File: src/rtl/wallace_pkg.sv
// Shared widths and types for the 5x5 Wallace multiplier and its final-adder pipeline.
package wallace_pkg;

  localparam int OPND_W = 5;
  localparam int PROD_W = 10;
  localparam int LO_W   = 5;

  typedef logic [PROD_W-1:0] prod_t;

endpackage : wallace_pkg

File: src/rtl/wallace_cpa_pipe_if.sv
// Valid/ready input (r1/r2 rows) and output (product/cout) channels of the final-adder pipeline.
interface wallace_cpa_pipe_if
  import wallace_pkg::*;
#(
  parameter int W = PROD_W
);

  logic         in_valid;
  logic         in_ready;
  logic [W-1:0] r1;
  logic [W-1:0] r2;
  logic         out_valid;
  logic         out_ready;
  logic [W-1:0] product;
  logic         cout;

  modport master (
    output in_valid, r1, r2, out_ready,
    input  in_ready, out_valid, product, cout
  );

  modport slave (
    input  in_valid, r1, r2, out_ready,
    output in_ready, out_valid, product, cout
  );

endinterface : wallace_cpa_pipe_if

File: src/rtl/wallace_cpa_pipe_rca.sv
// Plain N-bit ripple-carry adder built from full-adder cells.
module rca_nbit #(
  parameter int N = 5
) (
  input  logic [N-1:0] a,
  input  logic [N-1:0] b,
  input  logic         cin,
  output logic [N-1:0] sum,
  output logic         cout
);

  logic [N:0] carry_s;

  assign carry_s[0] = cin;

  for (genvar i = 0; i < N; i++) begin : g_fa
    assign sum[i]       = a[i] ^ b[i] ^ carry_s[i];
    assign carry_s[i+1] = (a[i] & b[i]) | (carry_s[i] & (a[i] ^ b[i]));
  end

  assign cout = carry_s[N];

endmodule : rca_nbit

File: src/rtl/wallace_cpa_pipe.sv
// Two-stage carry-propagate adder: low half added in stage 1, high half plus carry in stage 2.
module wallace_cpa_pipe
  import wallace_pkg::*;
#(
  parameter int PROD_W = wallace_pkg::PROD_W,
  parameter int LO_W   = wallace_pkg::LO_W
) (
  input logic               clk,
  input logic               rst_n,
  wallace_cpa_pipe_if.slave bus
);

  localparam int HI_W = PROD_W - LO_W;

  logic              s1_adv_s;
  logic              s2_adv_s;
  logic [LO_W-1:0]   lo_sum_s;
  logic              lo_c_s;
  logic [HI_W-1:0]   hi_sum_s;
  logic              hi_c_s;

  logic              s1_valid_r;
  logic [LO_W-1:0]   lo_sum_r;
  logic              lo_c_r;
  logic [HI_W-1:0]   r1_hi_r;
  logic [HI_W-1:0]   r2_hi_r;

  logic              s2_valid_r;
  logic [PROD_W-1:0] product_r;
  logic              cout_r;

  rca_nbit #(.N(LO_W)) u_lo_add (
    .a    (bus.r1[LO_W-1:0]),
    .b    (bus.r2[LO_W-1:0]),
    .cin  (1'b0),
    .sum  (lo_sum_s),
    .cout (lo_c_s)
  );

  rca_nbit #(.N(HI_W)) u_hi_add (
    .a    (r1_hi_r),
    .b    (r2_hi_r),
    .cin  (lo_c_r),
    .sum  (hi_sum_s),
    .cout (hi_c_s)
  );

  // Ready chain: the only combinational path through the block is out_ready -> in_ready.
  always_comb begin
    s2_adv_s = 1'b0;
    s1_adv_s = 1'b0;
    s2_adv_s = !s2_valid_r || bus.out_ready;
    s1_adv_s = !s1_valid_r || s2_adv_s;
  end

  // Stage 1: capture low-half sum/carry and the untouched high halves.
  always_ff @(posedge clk or negedge rst_n) begin
    if (!rst_n) begin
      s1_valid_r <= 1'b0;
      lo_sum_r   <= '0;
      lo_c_r     <= 1'b0;
      r1_hi_r    <= '0;
      r2_hi_r    <= '0;
    end else if (s1_adv_s) begin
      s1_valid_r <= bus.in_valid;
      lo_sum_r   <= lo_sum_s;
      lo_c_r     <= lo_c_s;
      r1_hi_r    <= bus.r1[PROD_W-1:LO_W];
      r2_hi_r    <= bus.r2[PROD_W-1:LO_W];
    end
  end

  // Stage 2: resolve the high half and hold the result until the consumer takes it.
  always_ff @(posedge clk or negedge rst_n) begin
    if (!rst_n) begin
      s2_valid_r <= 1'b0;
      product_r  <= '0;
      cout_r     <= 1'b0;
    end else if (s2_adv_s) begin
      s2_valid_r <= s1_valid_r;
      product_r  <= {hi_sum_s, lo_sum_r};
      cout_r     <= hi_c_s;
    end
  end

  assign bus.in_ready  = s1_adv_s;
  assign bus.out_valid = s2_valid_r;
  assign bus.product   = product_r;
  assign bus.cout      = cout_r;

endmodule : wallace_cpa_pipe

File: src/flat_wrapper.sv
// flat-port wrapper written by rule: the top's interface ports become plain ports
module wallace_cpa_pipe_flat import wallace_pkg::*;
#(
  parameter int PROD_W = wallace_pkg::PROD_W,
  parameter int LO_W   = wallace_pkg::LO_W
)
  (clk, rst_n, bus_in_valid, bus_r1, bus_r2, bus_out_ready, bus_in_ready, bus_out_valid, bus_product, bus_cout);
  wallace_cpa_pipe_if bus_i ();
  input logic clk;
  input logic rst_n;
  input wire logic [$bits(bus_i.in_valid)-1:0] bus_in_valid;
  input wire logic [$bits(bus_i.r1)-1:0] bus_r1;
  input wire logic [$bits(bus_i.r2)-1:0] bus_r2;
  input wire logic [$bits(bus_i.out_ready)-1:0] bus_out_ready;
  output wire logic [$bits(bus_i.in_ready)-1:0] bus_in_ready;
  output wire logic [$bits(bus_i.out_valid)-1:0] bus_out_valid;
  output wire logic [$bits(bus_i.product)-1:0] bus_product;
  output wire logic [$bits(bus_i.cout)-1:0] bus_cout;
  assign bus_i.in_valid = bus_in_valid;
  assign bus_i.r1 = bus_r1;
  assign bus_i.r2 = bus_r2;
  assign bus_i.out_ready = bus_out_ready;
  assign bus_in_ready = bus_i.in_ready;
  assign bus_out_valid = bus_i.out_valid;
  assign bus_product = bus_i.product;
  assign bus_cout = bus_i.cout;
  wallace_cpa_pipe #(.PROD_W(PROD_W), .LO_W(LO_W)) u_core (.clk(clk), .rst_n(rst_n), .bus(bus_i));
endmodule
File: config.mk
export PLATFORM = sky130hd
export DESIGN_NAME = wallace_cpa_pipe_flat
export DESIGN_NICKNAME = d
export VERILOG_FILES = /design/src/rtl/wallace_pkg.sv /design/src/rtl/wallace_cpa_pipe_if.sv /design/src/rtl/wallace_cpa_pipe_rca.sv /design/src/rtl/wallace_cpa_pipe.sv /design/src/flat_wrapper.sv
export SDC_FILE = /design/constraint.sdc
export NUM_CORES = 1
export LEC_CHECK = 0
export ABC_AREA = 1
export CAP_MARGIN = 20
export CORE_ASPECT_RATIO = 1.25
export CORE_MARGIN = 2
export CORE_UTILIZATION = 29
export DETAILED_ROUTE_END_ITERATION = 12
export PLACE_DENSITY = 0.6
export RECOVER_POWER = 25
export SYNTH_ARGS = -nofsm -noshare
export SYNTH_HDL_FRONTEND = slang
export SYNTH_SLANG_ARGS = --single-unit
File: constraint.sdc
create_clock -name clk -period 2.6 [get_ports clk]
set_clock_uncertainty 0.05 [all_clocks]
set_input_delay 0.26 -clock clk [delete_from_list [all_inputs] [get_ports clk]]
set_output_delay 0.26 -clock clk [all_outputs]
set_load 0.05 [all_outputs]
==> summary.txt, run 1 <==
Worst setup path
  • CP Capture Point: u_core.bus.product[9]$_DFFE_PN0P_
  • R2r setup slk: 120 ps
  • Worst setup path category: flop to flop
  • WP data required: 2770 ps
  • Crit path capture type: flop
  • Worst r2r src: u_core.r2_hi_r[0]$_DFFE_PN0P_
  • Top cell by count, worst path: fa_2
  • Crit path launch type: flop
  • Worst path top cell family by delay: adder cells
  • Critical Path Max Stage Delay: 400 ps
  • Setup crit start: u_core.r2_hi_r[0]$_DFFE_PN0P_
  • Worst-path maximum fanout: 2
  • Number of cells on the critical path: 11
  • Reg2reg path depth: 11
  • CP max-delay cell: dfrtp_1
  • Reg2reg end: u_core.bus.product[9]$_DFFE_PN0P_
  • Critical Path, Cell by Cell: fa_2 > inv_2 > fa_1 > inv_1 > fa_2 > fa_2 > inv_2 > fa_1 > inv_1 > nand2_1 > nand2_1
  • Critical Path AT: 2650 ps
  • Crit path buf inv count: 4

Floorplanning
  • Initial core utilization: 29.8%
  • Std-Cell Rows: 29
  • Die Wd: 68.1 um
  • # IOs: 37
  • Die ar.: 5740 sq um
  • Core Area: 5010 sq um
  • Die Ht: 84.2 um

Job
  • Count of maximum capacitance violations: 1

Power
  • P_leak: 0.980 nW
  • PD cells: 748 nW/um^2
  • VDD IR max: 180 uV
  • Total power: 0.00146 W

GRT
  • Total GRT Usage: 11.4%
  • Initial antenna violation count: 0
  • Global-route wire length before repair: 4.77 mm
  • Largest net degree at the start of global routing: 30
  • Total grt overflow: 0
  • Vias in the first global route: ~1100

Logic synthesis
  • EDFF count, synth: 0
  • Post-synthesis mux area share: 0%
  • Post-Synthesis Cells: 157
  • Synth cell count leaders: nand2_1 (56), dfrtp_1 (29), inv_1 (22)
  • Ys flop type: dfrtp_1
  • Cell with the most instances after synthesis: nand2_1
  • Sequential share of the synthesized area: 48.7%
  • Asr flop ratio synth: 100%
  • Post-Synth Simple-Gate Area: 26.4%
  • Post-synthesis compound-gate area fraction: 0%
  • Post-synth cell types: 13
  • #FFs+latches synth: 29
  • Post-synth top area cell: dfrtp_1
  • Post-Synth XOR/XNOR Area: 0%
  • Synth warnings: 0
  • Yosys top cell area share: roughly 49%
  • Largest family of logic cells by synthesized area: simple AND/OR/NAND/NOR gates
  • Post-synthesis adder-cell area fraction: around an eighth
  • Post-Syn Nets: ~190
  • Mapped Area: 1490 sq um
  • Synth Area per Inst: 9.50 sq um
  • Synth top area cells: dfrtp_1 (49%), nand2_1 (14%), fa_1 (12%)

Run status
  • Status: finished with violations
  • Failing checks: max-capacitance violations, max-slew violations

Finish
  • Layout area overhead: 31.0%
  • # fillers: 542
  • Multi-input logic area: 594 sq um
  • Layout net count: between 200 and 250
  • Share of cells above drive strength 1: 9.28%
  • Register area: around 730 sq um
  • Ant diodes: 0

Timing
  • Fin. Hold Viols: 0
  • RSZ-0062 raised after global routing: false
  • # setup viols final: 0
  • Max-slew headroom: -2.22%
  • Final slew viol count: 30
  • Min Tclk post-route: 2480 ps
  • Setup TNS: 0 ps
  • Highest clock rate: roughly 0.40 GHz
  • Post-route clock period utilization: a little over nine tenths
  • Least-Margin Pin Slew: 1530 ps

Clocking
  • Worst-case clock buffer depth: 2
  • CTS buffer count: 5
  • Worst-Skew Late Latency: 280 ps
  • TritonCTS clock tree: yes
  • H-tree lvl count: 2
  • Clk pin slew, worst setup/hold paths: 60 ps
  • # Post-CTS Setup Buffers: 0
  • Root buf cell: clkbuf_8
  • Clock Sinks: 29

Routing
  • Final antenna-violating net count: 0
  • Met1 wire length: 1.23 mm
  • DRC viols: 0
  • Vias post-DR: 1115
  • DR iter-0 viols: 60
  • Met2 routed WL: 1.37 mm
  • Via density: 4.36
  • Met3 Wirelength: 125 um
  • Detailed Route WL: roughly 2.8 mm
  • Wire length per cell: 11.0 um
  • DRT Pass-1 Iters: 4
  • Top layer in use: met4

Placed design
  • DP HPWL: 1.99 mm
  • IO Port Bufs: 36
  • Gp weighted congestion: between 0.7 and 0.8

Hold path
  • Hold_sp: u_core.lo_sum_r[0]$_DFFE_PN0P_
  • Class of the worst hold path: flop to flop
-- routing by layer --
metal  global-route usage, %  up-vias
li1                        -      559
met1                    14.1      522
met2                    16.9       27
met3                    3.22        7
met4                    7.64        0
met5                       0        -
-- logic make-up after synthesis --
| kind of cell | count (synthesis) |
|---|---|
| DFF | 29 |
| buffers and inverters | 33 |
| and+or+nand+nor | 85 |
| adders and majority gates | 10 |
-- cell type report --
cell class,count,area share (%)
flip-flops and latches,29,37.1
multi-input cells,95,30.4
repair buffers,40,19.7
clock buffers,7,4.42
inverters,23,4.42
well taps,62,3.97
-- worst min path at each step --
stage | cells after the start | endpoint
after detailed placement | 2 | u_core.bus.product[0]$_DFFE_PN0P_
after floorplan | 0 | u_core.bus.cout$_DFFE_PN0P_
after global placement | 2 | u_core.bus.product[0]$_DFFE_PN0P_
final | 2 | u_core.bus.product[0]$_DFFE_PN0P_
after global routing | 2 | u_core.bus.product[0]$_DFFE_PN0P_
after CTS | 2 | u_core.r2_hi_r[2]$_DFFE_PN0P_
-- worst register-to-register path: stages, from the launching register on --
cell and delay [ps]:
dfrtp_1 400, fa_2 390, inv_2 60, fa_1 160, inv_1 50, fa_2 340
fa_2 390, inv_2 60, fa_1 370, inv_1 60, nand2_1 50, nand2_1 50
-- state kept, by name, indices dropped and copies added, names as in the netlist --
register,flops
u_core.lo_c_r,1
u_core.lo_sum_r,5
u_core.bus.product,10
u_core.r2_hi_r,5
u_core.r1_hi_r,5
u_core.s1_valid_r,1
u_core.bus.out_valid,1
u_core.bus.cout,1
-- cell usage in the layout (no fill, tap or decap) --
cell / Yosys / final
nand2_1: 56 / 56
clkdlybuf4s50_1: 0 / 34
dfrtp_1: 29 / 29
inv_1: 22 / 20
nand4_1: 16 / 16
nand3_1: 11 / 11
fa_1: 9 / 6
clkbuf_8: 0 / 6
buf_4: 2 / 4
inv_2: 1 / 3
fa_2: 0 / 3
clkbuf_1: 0 / 2
nand3_4: 1 / 1
nand2_4: 1 / 1
ha_1: 1 / 1
dlygate4sd3_1: 0 / 1
-- where the power goes --
group          internal, W  total, W  switching [W]
clock network     0.000209  0.000370       0.000160
registers         0.000534  0.000585      0.0000506
logic             0.000187  0.000507       0.000320
-- timing repair --
action                     4_1_cts  5_1_grt
pin swaps                        1        0
cloned                           0        0
setup endpoints to repair        1        1
hold buffers                     0        0
resized for setup                1        3
-- through the flow --
stage                     cell area, sq um  hold slack (ps)  instances  setup slack (ps)  util (%)
after floorplan                       1490            -85.6        157              20.8         -
after detailed placement              1870              406        249             -55.5      37.3
final                                 1950              419        256               122      39.0
after global routing                  1950              450        256              33.9      39.0
after global placement                1870              409        249             -20.3      37.3
after CTS                             1960              322        256              40.9      39.1
No activity file was read; power rests on OpenSTA's default activity.
==> inputs of run 2 (changes only) <==
--- a/config.mk
+++ b/config.mk
@@ -11,7 +11,7 @@
 export CORE_MARGIN = 2
 export CORE_UTILIZATION = 29
 export DETAILED_ROUTE_END_ITERATION = 12
-export PLACE_DENSITY = 0.6
+export PLACE_DENSITY = 0.63
 export RECOVER_POWER = 25
 export SYNTH_ARGS = -nofsm -noshare
 export SYNTH_HDL_FRONTEND = slang
==> summary.txt, run 2 (same netlist as run 1, synthesis figures left out) <==
Clocking
  • Worst-Skew Late Latency: 270 ps (about the same)
  • Clk pin slew, worst setup/hold paths: 60 ps (about the same)
  • CTS buffer count: 5 (unchanged)
  • TritonCTS clock tree: yes
  • Root buf cell: clkbuf_8
  • Worst-case clock buffer depth: 2 (unchanged)
  • Clock Sinks: 29 (unchanged)
  • H-tree lvl count: 2 (unchanged)

Placed design
  • Post-place setup slack: -63.1 ps (-7.58 ps)
  • IO Port Bufs: 36 (unchanged)
  • Placed insts: 249 (unchanged)
  • Area after DPL: 1870 sq um (unchanged)
  • Gp weighted congestion: 0.785 (+0.15%)
  • DP HPWL: 1.94 mm (-2.1%)

Worst setup path
  • Worst-path maximum fanout: 2 (unchanged)
  • Critical Path, Cell by Cell: fa_2 > inv_2 > fa_1 > inv_1 > fa_2 > fa_2 > inv_2 > fa_1 > inv_1 > nand2_1 > nand2_1
  • Critical Path Max Stage Delay: 400 ps (about the same)
  • Crit path capture type: flop
  • Critical Path AT: 2660 ps (about the same)
  • Worst setup path category: flop to flop
  • Crit path launch type: flop
  • CP max-delay cell: dfrtp_1
  • WP data required: 2760 ps (about the same)
  • Top cell by count, worst path: fa_2

Floorplanning
  • Core Area: 5010 sq um (unchanged)
  • Initial core utilization: 29.8% (unchanged)
  • # IOs: 37 (unchanged)
  • Std-Cell Rows: 29 (unchanged)
  • Die Wd: 68.1 um (unchanged)
  • Die ar.: 5740 sq um (unchanged)
  • Die Ht: 84.2 um (unchanged)

Timing
  • Highest clock rate: 0.401 GHz (-0.66%)
  • Fin. Hold Viols: 0 (unchanged)
  • Least-Margin Pin Slew: 1540 ps (+4.55 ps)
  • Final slew viol count: 30 (unchanged)
  • Post-route clock period utilization: 96.0% (+0.64 points)
  • Post-route setup slack: 105 ps (-16.6 ps)
  • Max-slew headroom: -2.52% (-0.30 points)
  • # setup viols final: 0 (unchanged)
  • Min Hold Slack: 416 ps (-2.51 ps)
  • RSZ-0062 raised after global routing: false
  • Min Tclk post-route: 2490 ps (+16.6 ps)

Finish
  • Max reg flops: 10 (unchanged)
  • Ant diodes: 0 (unchanged)
  • Most frequent cells in the layout: nand2_1 (56), clkdlybuf4s50_1 (34), dfrtp_1 (29)
  • Final core utilization: 39.2% (+0.15 points)
  • Final Cell Area: 1960 sq um (+0.38%)
  • Non-filler cells, final: 257 (+0.39%)
  • Share of cells above drive strength 1: 9.74% (+0.47 points)
  • Layout area overhead: 31.5%
  • Layout net count: 229 (+0.44%)
  • Most common cell after layout, fill and taps aside: nand2_1
  • # fillers: 540 (-0.37%)
  • Multi-input logic area: 594 sq um (unchanged)
  • Register area: 726 sq um (unchanged)

Run status
  • Status: finished with violations
  • Failing checks: max-capacitance violations, max-slew violations

GRT
  • Vias in the first global route: 1073 (+1.5%)
  • Largest net degree at the start of global routing: 30 (unchanged)
  • Total grt overflow: 0 (unchanged)
  • Global-route wire length before repair: 4.79 mm (+0.29%)
  • Total GRT Usage: 11.3% (-0.12 points)
  • Initial antenna violation count: 0 (unchanged)

Routing
  • Wire length per cell: 10.7 um (-3.0%)
  • Via density: 4.39 (+0.68%)
  • Final antenna-violating net count: 0 (unchanged)
  • DR iter-0 viols: 70 (+17%)
  • DRT Pass-1 Iters: 4 (unchanged)
  • Detailed Route WL: 2.75 mm (-2.6%)
  • DRC viols: 0 (unchanged)
  • Vias post-DR: 1127 (+1.1%)

Job
  • Count of maximum capacitance violations: 1 (unchanged)

Power
  • VDD IR max: 196 uV (+8.6%)
  • P_leak: 0.985 nW (+0.50%)
  • PD cells: 739 nW/um^2 (-1.3%)

Hold path
  • Class of the worst hold path: flop to flop
==> run 2: final timing paths <==
path	start	to	slack [ps]	cells after the start
min reg2reg	u_core.lo_sum_r[0]$_DFFE_PN0P_	u_core.bus.product[0]$_DFFE_PN0P_	420	2
max in group asynchronous	rst_n	u_core.r2_hi_r[0]$_DFFE_PN0P_	760	2
min	u_core.lo_sum_r[0]$_DFFE_PN0P_	u_core.bus.product[0]$_DFFE_PN0P_	420	2
max	u_core.r2_hi_r[0]$_DFFE_PN0P_	u_core.bus.product[9]$_DFFE_PN0P_	110	11
min in group asynchronous	rst_n	u_core.lo_c_r$_DFFE_PN0P_	840	2
max reg2reg	u_core.r2_hi_r[0]$_DFFE_PN0P_	u_core.bus.product[9]$_DFFE_PN0P_	110	11
==> run 2: layout make-up <==
| cell class | count | area share [%] |
|---|---|---|
| clock buffers | 7 | 4.40 |
| inverters | 23 | 4.40 |
| multi-input cells | 95 | 30.3 |
| well taps | 62 | 3.95 |
| flip-flops and latches | 29 | 37.0 |
| repair buffers | 41 | 20.0 |
==> run 2: power by group <==
group | total [W] | switching (W) | internal, W
registers | 0.000584 | 0.0000492 | 0.000535
logic | 0.000508 | 0.000320 | 0.000188
clock network | 0.000357 | 0.000148 | 0.000209
total | 0.00145 | 0.000517 | 0.000931
==> run 2: worst max-delay path: cells and delay by family (launching register included) <==
kind,cells,cell delay (ps)
adder cells (fa/ha/maj),5,1650
buffers and inverters,4,230
flip-flops,1,400
AND/OR/NAND/NOR,2,110
==> run 2: per-layer routing <==
layer / up-vias / share of wire [%] / GRT usage [%]
met5: - / 0 / 0
met4: 0 / 2.4 / 5.45
met3: 4 / 5.6 / 3.75
met2: 32 / 50 / 17.3
met1: 530 / 42 / 14.0
li1: 561 / - / -
==> run 2: what timing repair did <==
item | CTS | global route
hold buffers | 0 | 0
resized for setup | 2 | 2
buffers inserted | 0 | 1
setup endpoints to repair | 1 | 1
pin swaps | 1 | 0
gates cloned | 0 | 0
==> run 2: stage by stage <==
step                      power [W]  setup TNS [ps]
after floorplan            0.000930               0
final                       0.00145               0
after CTS                   0.00147               0
after detailed placement    0.00110            -109
after global routing        0.00155               0
after global placement      0.00110           -36.0
==> inputs of run 3 (changes only) <==
--- a/config.mk
+++ b/config.mk
@@ -9,9 +9,9 @@
 export CAP_MARGIN = 20
 export CORE_ASPECT_RATIO = 1.25
 export CORE_MARGIN = 2
-export CORE_UTILIZATION = 29
+export CORE_UTILIZATION = 44
 export DETAILED_ROUTE_END_ITERATION = 12
-export PLACE_DENSITY = 0.63
+export PLACE_DENSITY = 0.84
 export RECOVER_POWER = 25
 export SYNTH_ARGS = -nofsm -noshare
 export SYNTH_HDL_FRONTEND = slang
==> summary.txt, run 3 (same netlist as run 1, synthesis figures left out) <==
Run status
  • Status: finished with violations
  • Failing checks: max-capacitance violations, max-slew violations

Floorplanning
  • Initial core utilization: 46.3% (+16 points)
  • Std-Cell Rows: 23 (-21%)
  • Die Ht: 69.1 um (-18%)
  • Die ar.: 3870 sq um (-32%)
  • Die Wd: 56.1 um (-18%)
  • Core Area: 3220 sq um (-36%)
  • # IOs: 37 (unchanged)

Clocking
  • Root buf cell: clkbuf_8
  • Worst-Skew Late Latency: 280 ps (about the same)
  • TritonCTS clock tree: yes
  • Hold-fix buffers, CTS: 0 (unchanged)
  • Worst-case clock buffer depth: 2 (unchanged)
  • Clk pin slew, worst setup/hold paths: 70 ps (about the same)
  • H-tree lvl count: 2 (unchanged)
  • Clock Sinks: 29 (unchanged)
  • CTS buffer count: 5 (unchanged)

Worst setup path
  • Worst setup path category: flop to flop
  • Reg2reg path depth: 11 (unchanged)
  • Worst r2r src: u_core.lo_c_r$_DFFE_PN0P_
  • Crit path launch type: flop
  • WP data required: 2770 ps (about the same)
  • Crit path capture type: flop
  • Worst-path maximum fanout: 2 (unchanged)
  • R2r setup slk: 100 ps (about the same)
  • Critical Path AT: 2660 ps (about the same)
  • Setup crit start: u_core.lo_c_r$_DFFE_PN0P_
  • Reg2reg end: u_core.bus.product[9]$_DFFE_PN0P_
  • CP Capture Point: u_core.bus.product[9]$_DFFE_PN0P_

Finish
  • Non-filler cells, final: 233 (-9.3%)
  • Share of cells above drive strength 1: 11.7% (+2.0 points)
  • Final core utilization: 61.5% (+22 points)
  • Most frequent cells in the layout: nand2_1 (56), clkdlybuf4s50_1 (34), dfrtp_1 (29)
  • Multi-input logic area: 597 sq um (+0.42%)
  • # fillers: 288 (-47%)
  • Most common cell after layout, fill and taps aside: nand2_1
  • Layout area overhead: 32.8%
  • Ant diodes: 0 (unchanged)
  • Register area: 726 sq um (unchanged)
  • Max reg flops: 10 (unchanged)
  • Layout net count: 229 (unchanged)

GRT
  • Total GRT Usage: 16.8% (+5.5 points)
  • Global-route wire length before repair: 5.14 mm (+7.4%)
  • Routing usage on met1: 19.9% (+5.9 points)
  • Initial antenna violation count: 0 (unchanged)
  • Met3 Use GR: 3.94% (+0.19 points)
  • M2 GR Usage: 29.2% (+12 points)
  • Total grt overflow: 0 (unchanged)
  • Vias in the first global route: 1173 (+9.3%)
  • Gr busiest metal: met2
  • Largest net degree at the start of global routing: 30 (unchanged)

Timing
  • # setup viols final: 0 (unchanged)
  • Max-slew headroom: -0.00736% (+2.5 points)
  • Final slew viol count: 25 (-17%)
  • Post-route clock period utilization: 96.0% (about the same)
  • Highest clock rate: 0.401 GHz (about the same)
  • Fin. Hold Viols: 0 (unchanged)
  • RSZ-0062 raised after global routing: true
  • Setup TNS: 0 ps (unchanged)
  • Least-Margin Pin Slew: 1500 ps (-37.7 ps)
  • Min Tclk post-route: 2500 ps (+1.26 ps)

Power
  • Switching share of power: 33.3% (-2.4 points)
  • Gate power share: 31.4% (-3.7 points)
  • Internal power: 0.00111 W (+19%)
  • PD cells: 837 nW/um^2 (+13%)
  • Clk pwr share: 33.4% (+8.8 points)
  • P_leak: 1.01 nW (+2.2%)
  • Psw: 0.000552 W (+6.7%)
  • Total power: 0.00166 W (+14%)
  • Sequential share of power: 35.2% (-5.1 points)
  • VDD IR max: 729 uV (+270%)

Routing
  • Detailed Route WL: 2.92 mm (+6.1%)
  • DRC viols: 0 (unchanged)
  • Final antenna-violating net count: 0 (unchanged)
  • DR iter-0 viols: 26 (-63%)
  • DRT Pass-1 Iters: 4 (unchanged)
  • Via density: 4.89 (+12%)
  • Vias post-DR: 1140 (+1.2%)
  • Wire length per cell: 12.5 um (+17%)

Job
  • Count of maximum capacitance violations: 1 (unchanged)

Placed design
  • Gp weighted congestion: 0.748 (-4.8%)
  • DP HPWL: 1.99 mm (+2.1%)
  • IO Port Bufs: 36 (unchanged)
  • Placed insts: 224 (-10%)

Hold path
  • Class of the worst hold path: flop to flop
## run 3: area by class of cell
cell class	instances	area share [%]
repair buffers	41	19.8
well taps	37	2.34
flip-flops and latches	29	36.6
inverters	23	4.36
multi-input cells	95	30.1
clock buffers	5	3.47
clock inverters	3	3.28
## run 3: repair_timing
item | CTS | global route
setup buffers | 0 | 1
gates resized for setup | 4 | 2
pin swaps | 1 | 5
setup endpoints to repair | 1 | 1
## run 3: per-layer routing
layer	up-vias	share of wire, %
met5	-	0
met4	0	1.8
met3	6	4.4
met2	35	55
met1	538	39
li1	561	-
## run 3: power by group through the flow
stage / Sequential [W] / Clock [W] / Combinational, W
final: 0.000584 / 0.000554 / 0.000520
after global routing: 0.000596 / 0.000580 / 0.000567
after CTS: 0.000586 / 0.000564 / 0.000523
after detailed placement: 0.000592 / 0 / 0.000514
after global placement: 0.000590 / 0 / 0.000501
after floorplan: 0.000754 / 0 / 0.000176
## run 3: stage by stage
stage | setup WS [ps] | hold WS, ps | cell area [sq um]
finish | 104 | 426 | 1980
global route | -33.2 | 455 | 1980
CTS | 53.9 | 319 | 1970
detailed placement | -94.6 | 417 | 1840
global placement | -7.70 | 403 | 1840
floorplan | 20.8 | -85.6 | 1490
## run 3: critical path: stages, from the launching register on
cell	delay (ps)
dfrtp_1	410
fa_2	390
inv_2	60
fa_2	180
inv_2	40
fa_2	350
fa_2	340
inv_2	60
fa_1	380
inv_1	60
nand2_1	40
nand2_1	60
## run 3: how the worst min path moves through the flow
stage | startpoint | to | slack (ps) | cells after the start
6_report | u_core.lo_sum_r[0]$_DFFE_PN0P_ | u_core.bus.product[0]$_DFFE_PN0P_ | 430 | 2
5_1_grt | u_core.lo_sum_r[1]$_DFFE_PN0P_ | u_core.bus.product[1]$_DFFE_PN0P_ | 460 | 2
4_1_cts | rst_n | u_core.r2_hi_r[0]$_DFFE_PN0P_ | 320 | 2
3_5_place_dp | u_core.lo_sum_r[0]$_DFFE_PN0P_ | u_core.bus.product[0]$_DFFE_PN0P_ | 420 | 2
3_3_place_gp | u_core.lo_sum_r[4]$_DFFE_PN0P_ | u_core.bus.product[4]$_DFFE_PN0P_ | 400 | 2
2_1_floorplan | rst_n | u_core.bus.cout$_DFFE_PN0P_ | -90 | 0
